--- config.mk ---
export PLATFORM = sky130hd
export DESIGN_NAME = ahb_master_mux
export DESIGN_NICKNAME = d
export VERILOG_FILES = /design/src/rtl/ahb_master_mux.sv
export SDC_FILE = /design/constraint.sdc
export NUM_CORES = 1
export LEC_CHECK = 0
export ABC_AREA = 1
export BUFFER_PORTS_ARGS = -buffer_cell sky130_fd_sc_hd__buf_2
export CELL_PAD_IN_SITES_DETAIL_PLACEMENT = 0
export CELL_PAD_IN_SITES_GLOBAL_PLACEMENT = 2
export CORE_MARGIN = 1
export CORE_UTILIZATION = 10
export CTS_CLUSTER_DIAMETER = 30
export DETAILED_ROUTE_END_ITERATION = 8
export GPL_ROUTABILITY_DRIVEN = 0
export PLACE_DENSITY = 0.79
export SYNTH_ARGS = -nofsm -noshare
export SYNTH_HDL_FRONTEND = slang
export SYNTH_SLANG_ARGS = --single-unit
--- constraint.sdc ---
create_clock -name HCLK -period 1.91 [get_ports HCLK]
set_clock_uncertainty 0.2 [all_clocks]
set_input_delay 0.2865 -clock HCLK [delete_from_list [all_inputs] [get_ports HCLK]]
set_output_delay 0.2865 -clock HCLK [all_outputs]
set_load 0.1 [all_outputs]
--- src/rtl/ahb_master_mux.sv ---
// AHB master-side multiplexer: registers the address-phase owner from the arbiter
// grant, pipelines it into the data phase and steers the shared bus from both owners.
module ahb_master_mux #(
    parameter int NUM_MASTERS    = 4,
    parameter int ADDR_W         = 32,
    parameter int DATA_W         = 32,
    parameter int DEFAULT_MASTER = 0
) (
    input  logic                          HCLK,
    input  logic                          rst_n,
    input  logic [NUM_MASTERS-1:0]        HGRANT_i,
    input  logic                          HREADY_i,
    input  logic [ADDR_W*NUM_MASTERS-1:0] HADDR_m,
    input  logic [2*NUM_MASTERS-1:0]      HTRANS_m,
    input  logic [NUM_MASTERS-1:0]        HWRITE_m,
    input  logic [3*NUM_MASTERS-1:0]      HSIZE_m,
    input  logic [3*NUM_MASTERS-1:0]      HBURST_m,
    input  logic [NUM_MASTERS-1:0]        HLOCK_m,
    input  logic [DATA_W*NUM_MASTERS-1:0] HWDATA_m,
    output logic [ADDR_W-1:0]             HADDR_o,
    output logic [1:0]                    HTRANS_o,
    output logic                          HWRITE_o,
    output logic [2:0]                    HSIZE_o,
    output logic [2:0]                    HBURST_o,
    output logic [DATA_W-1:0]             HWDATA_o,
    output logic [3:0]                    HMASTER_o,
    output logic                          HMASTLOCK_o,
    output logic [3:0]                    HMASTER_DATA_o,
    output logic                          data_valid_o,
    output logic                          handover_o
);

    localparam int IDX_W = (NUM_MASTERS > 1) ? $clog2(NUM_MASTERS) : 1;
    localparam logic [IDX_W-1:0] DEF_IDX = IDX_W'(DEFAULT_MASTER);

    logic [IDX_W-1:0] grant_idx;
    logic [IDX_W-1:0] addr_owner;
    logic [IDX_W-1:0] data_owner;
    logic             data_valid;
    logic             handover;

    logic [ADDR_W-1:0] haddr_arr  [NUM_MASTERS];
    logic [1:0]        htrans_arr [NUM_MASTERS];
    logic [2:0]        hsize_arr  [NUM_MASTERS];
    logic [2:0]        hburst_arr [NUM_MASTERS];
    logic [DATA_W-1:0] hwdata_arr [NUM_MASTERS];

    for (genvar k = 0; k < NUM_MASTERS; k++) begin : g_unpack
        assign haddr_arr[k]  = HADDR_m[k*ADDR_W +: ADDR_W];
        assign htrans_arr[k] = HTRANS_m[k*2 +: 2];
        assign hsize_arr[k]  = HSIZE_m[k*3 +: 3];
        assign hburst_arr[k] = HBURST_m[k*3 +: 3];
        assign hwdata_arr[k] = HWDATA_m[k*DATA_W +: DATA_W];
    end

    // Descending scan so the lowest set grant bit is the last (winning) assignment.
    always_comb begin
        grant_idx = DEF_IDX;
        for (int i = NUM_MASTERS - 1; i >= 0; i--) begin
            if (HGRANT_i[i]) begin
                grant_idx = IDX_W'(i);
            end
        end
    end

    always_ff @(posedge HCLK or negedge rst_n) begin
        if (!rst_n) begin
            addr_owner <= DEF_IDX;
            data_owner <= DEF_IDX;
            data_valid <= 1'b0;
            handover   <= 1'b0;
        end else if (HREADY_i) begin
            addr_owner <= grant_idx;
            data_owner <= addr_owner;
            data_valid <= HTRANS_o[1];
            handover   <= (grant_idx != addr_owner);
        end else begin
            handover   <= 1'b0;
        end
    end

    // HTRANS is gated by reset so slaves see IDLE the moment reset asserts.
    assign HADDR_o        = haddr_arr[addr_owner];
    assign HTRANS_o       = rst_n ? htrans_arr[addr_owner] : 2'b00;
    assign HWRITE_o       = HWRITE_m[addr_owner];
    assign HSIZE_o        = hsize_arr[addr_owner];
    assign HBURST_o       = hburst_arr[addr_owner];
    assign HMASTLOCK_o    = HLOCK_m[addr_owner];
    assign HWDATA_o       = hwdata_arr[data_owner];
    assign HMASTER_o      = 4'(addr_owner);
    assign HMASTER_DATA_o = 4'(data_owner);
    assign data_valid_o   = data_valid;
    assign handover_o     = handover;

endmodule

==> summary by stage <==
Logic synthesis
After synthesis, the cell types taking the most area are sky130_fd_sc_hd__o21ai_0, sky130_fd_sc_hd__nor2_1, sky130_fd_sc_hd__o22ai_1. The cell count after synthesis came out at 467. For this run, the register share of the synthesized area comes to 0.0637.

The most numerous cell in the Yosys netlist is sky130_fd_sc_hd__nor2_1. The most used flip-flop cell after synthesis is sky130_fd_sc_hd__dfrtp_1. Counting flops with an async set or reset pin after synthesis yields a share of 1.00. The count of synthesis-stage warnings from yosys is 0. The total of flip-flops plus latches after synthesis is 6.

The number of enable-type register cells in the synthesized netlist is 0. The post-synthesis instance area is around 2400 um2. Sorting the synthesized cells by how often they occur yields sky130_fd_sc_hd__nor2_1, sky130_fd_sc_hd__o21ai_0, sky130_fd_sc_hd__o22ai_1. The average cell area after synthesis is 5.04 um2. The share of synthesized area in the top cell type comes to 0.285. The distinct cell type count of the synthesized netlist is 16. The synthesized design spends more area on one cell type than any other, namely sky130_fd_sc_hd__o21ai_0.

CTS
TritonCTS created 3 clock buffers. Counting every sink on the clock net gives 6. Clock-pin slew was measured on the worst setup and hold paths at 0.04 ns. TritonCTS built the clock tree. The insertion delay of the later-clocked pin in the worst-skew pair is 0.23 ns. The number of buffers on the longest clock path is 2. The count of H-tree levels built during CTS is 1. The tree is rooted in a sky130_fd_sc_hd__clkbuf_16.

Placement
Detailed placement ended at an HPWL of between 15000 and 20000 um. The placed cell count is 1180. In this run the tool buffered the top-level ports with between 300 and 400 buffer cells.

Run status
The run finished, with violations left. The checks that failed: setup timing.

Power
Of the total power, combinational logic draws 0.917. The share of total power dissipated in sequential elements is 0.027. The internal power of the cells totals ~2.7 mW. For this design the ratio of total power to cell area is about 700 nW/um2. In this run the static leakage power is between 3 and 4 nW. Of the total power, the share spent switching nets is 0.575. The share of total power dissipated in the clock network is 0.056. The net switching power figure is 3.65 mW.

VDD sags by at most roughly 0.00042 V.

Route
The first TritonRoute pass finished after 4 iterations. Using the TritonRoute via totals, the vias-per-cell ratio works out to approximately 4.2. The first routing iteration left 228 violations.

The count of nets left with antenna violations once routing finished came out at 0. The routed length per instance is approximately 17 um. The routed design has between 20000 and 25000 um of wire.

The total via count after detailed routing is 5129. The number of DRC violations after detailed routing is 0.

Worst hold path
The worst hold path was traced through 2 stages. The tightest min-delay check is of the in -> reg type.

STA
In the finished design, the share of the clock period the worst path needs comes to 1.11. The number of endpoints with negative hold slack in the final report is 0. The max-slew violation total from the final report is 0. The remaining max-slew budget at the tightest pin is 0.655. Setup violations remaining at the end of the flow were counted as between 70 and 80. Setup slack on the critical path of the routed design comes to -0.208 ns.

For the finished layout, the period the worst path requires is between 2 and 2.5 ns. Setup repair after global routing could not meet its margin everywhere. Derived from the worst setup path, the maximum achievable clock frequency is ~470 MHz. At the pin with the least slew margin, the transition time is around 0.52 ns.

The hold slack is about 0.16 ns.

Global routing
The total congestion overflow is 0. The global router's overall resource usage is 0.148. The number of global-route vias before repair came to approximately 5100. The global-route wire length before repair is 27900 um. The number of antenna violations at the first check in global routing is 1. The pin count of the biggest net entering global routing is 43.

Floorplanning
The floorplan die area is 24200 um2. The die is between 150 and 200 um wide. The floorplan has between 50 and 60 rows. The vertical die dimension is 155 um. The initial utilization of the core area, before any placement, comes to 0.103.

roughly 390 I/O pins were placed. The area of the core is between 20000 and 25000 um2.

Setup path
The logic depth of the worst register-to-register path is 8. The critical path required time is around 1.4 ns. The kind of end point of the critical path is a primary output.

Of all nets on the critical path, the largest fanout is 8. The arrival time at the worst endpoint is roughly 1.6 ns. The worst setup path is launched from a flop. The path type of the worst setup path is reg -> out.

Final layout
The share of layout cells above drive strength 1 is 0.814. Compared with the post-synthesis result, the final layout area differs by 284%. The count of antenna diodes in the layout is 0. The layout net count is roughly 1200. The count of cells in the finished layout, fillers not included, comes to around 1200.

Flow run
The max-cap check violation count is 0.
==> kinds of logic after synthesis <==
logic type             synth area share
AOI/OAI and AO/OA                 0.518
and+or+nand+nor                   0.280
buffers and inverters             0.136
DFF                              0.0637
other                           0.00159
==> registers in the layout, summed over array words and instances, names as in the netlist <==
register / cells
addr_owner: 2
data_valid_o: 1
handover_o: 1
data_owner: 2
==> worst paths after layout <==
kind	startpoint	end	slack [ns]
worst max-delay path	addr_owner[0]$_DFFE_PN0P_	HADDR_o[21]	-0.21
worst min-delay path	HREADY_i	data_owner[0]$_DFFE_PN0P_	0.16
worst max register to register	addr_owner[0]$_DFFE_PN0P_	data_valid_o$_DFFE_PN0P_	0.22
worst min register to register	data_valid_o$_DFFE_PN0P_	data_valid_o$_DFFE_PN0P_	0.29
max in group asynchronous	rst_n	data_owner[0]$_DFFE_PN0P_	1.03
min in group asynchronous	rst_n	addr_owner[0]$_DFFE_PN0P_	0.33
==> per-layer routing <==
layer | track usage | part of all wire | vias to the layer above
met2 | 0.290 | 0.54 | 242
met4 | 0.00514 | 0.0052 | 2
li1 | - | - | 2528
met3 | 0.0384 | 0.078 | 10
met1 | 0.165 | 0.38 | 2347
met5 | 0 | 0.00064 | -
==> layout make-up <==
type | count | area (um2)
Fill cell | 2305 | 13800
Timing Repair Buffer | 476 | 4400
Multi-Input combinational cell | 404 | 3910
Tap cell | 313 | 392
Sequential cell | 6 | 165
Inverter | 9 | 82.6
Clock buffer | 3 | 75.1
Timing Repair inverter | 2 | 25.0
==> power groups by stage <==
stage | combinational (mW) | clock [mW] | sequential, mW
floorplan | 3.41 | 0 | 0.249
global placement | 5.35 | 0 | 0.177
detailed placement | 5.37 | 0 | 0.178
CTS | 5.61 | 0.371 | 0.171
global route | 6.03 | 0.375 | 0.175
finish | 5.82 | 0.357 | 0.171
==> stage by stage <==
| step | TNS (ns) | util | power (mW) | setup WS, ns | cell area (um2) |
|---|---|---|---|---|---|
| global placement | 0 | 0.347 | 5.53 | 0.0103 | 7920 |
| finish | -11.61 | 0.396 | 6.34 | -0.208 | 9040 |
| global route | -15.55 | 0.396 | 6.58 | -0.249 | 9040 |
| floorplan | -19.76 | - | 3.66 | -0.313 | 4250 |
| detailed placement | -0.00594 | 0.347 | 5.54 | -0.00388 | 7920 |
| CTS | -12.51 | 0.368 | 6.15 | -0.233 | 8420 |
==> worst max-delay path, cell delays in order, from the launching register on <==
cell and delay, ns:
sky130_fd_sc_hd__dfrtp_4 0.54, sky130_fd_sc_hd__buf_12 0.18, sky130_fd_sc_hd__clkinv_8 0.07, sky130_fd_sc_hd__clkbuf_16 0.18, sky130_fd_sc_hd__nor2_4 0.04, sky130_fd_sc_hd__o22ai_4 0.18, sky130_fd_sc_hd__buf_12 0.20
==> layout by cell type, fill, tap and decap left out, drive strengths merged, types with 2 or more instances in the layout <==
master,Yosys,layout
inv,9,9
o21ai,151,151
nand3,3,3
dfrtp,6,6
conb,1,4
clkinv,0,2
clkbuf,20,11
nor2,151,151
nand2,19,19
o22ai,72,72
buf,31,467
a21oi,3,3
==> what timing repair did <==
| action | CTS | global route |
|---|---|---|
| endpoints found under the hold margin | 6 | 0 |
| hold buffers | 1 | 0 |
| gates resized for setup | 85 | 84 |
| setup endpoints to repair | 74 | 74 |
| pin swaps | 10 | 11 |
| setup buffers | 7 | 7 |
| cloned | 4 | 11 |
(Power assumes the default switching activity.)
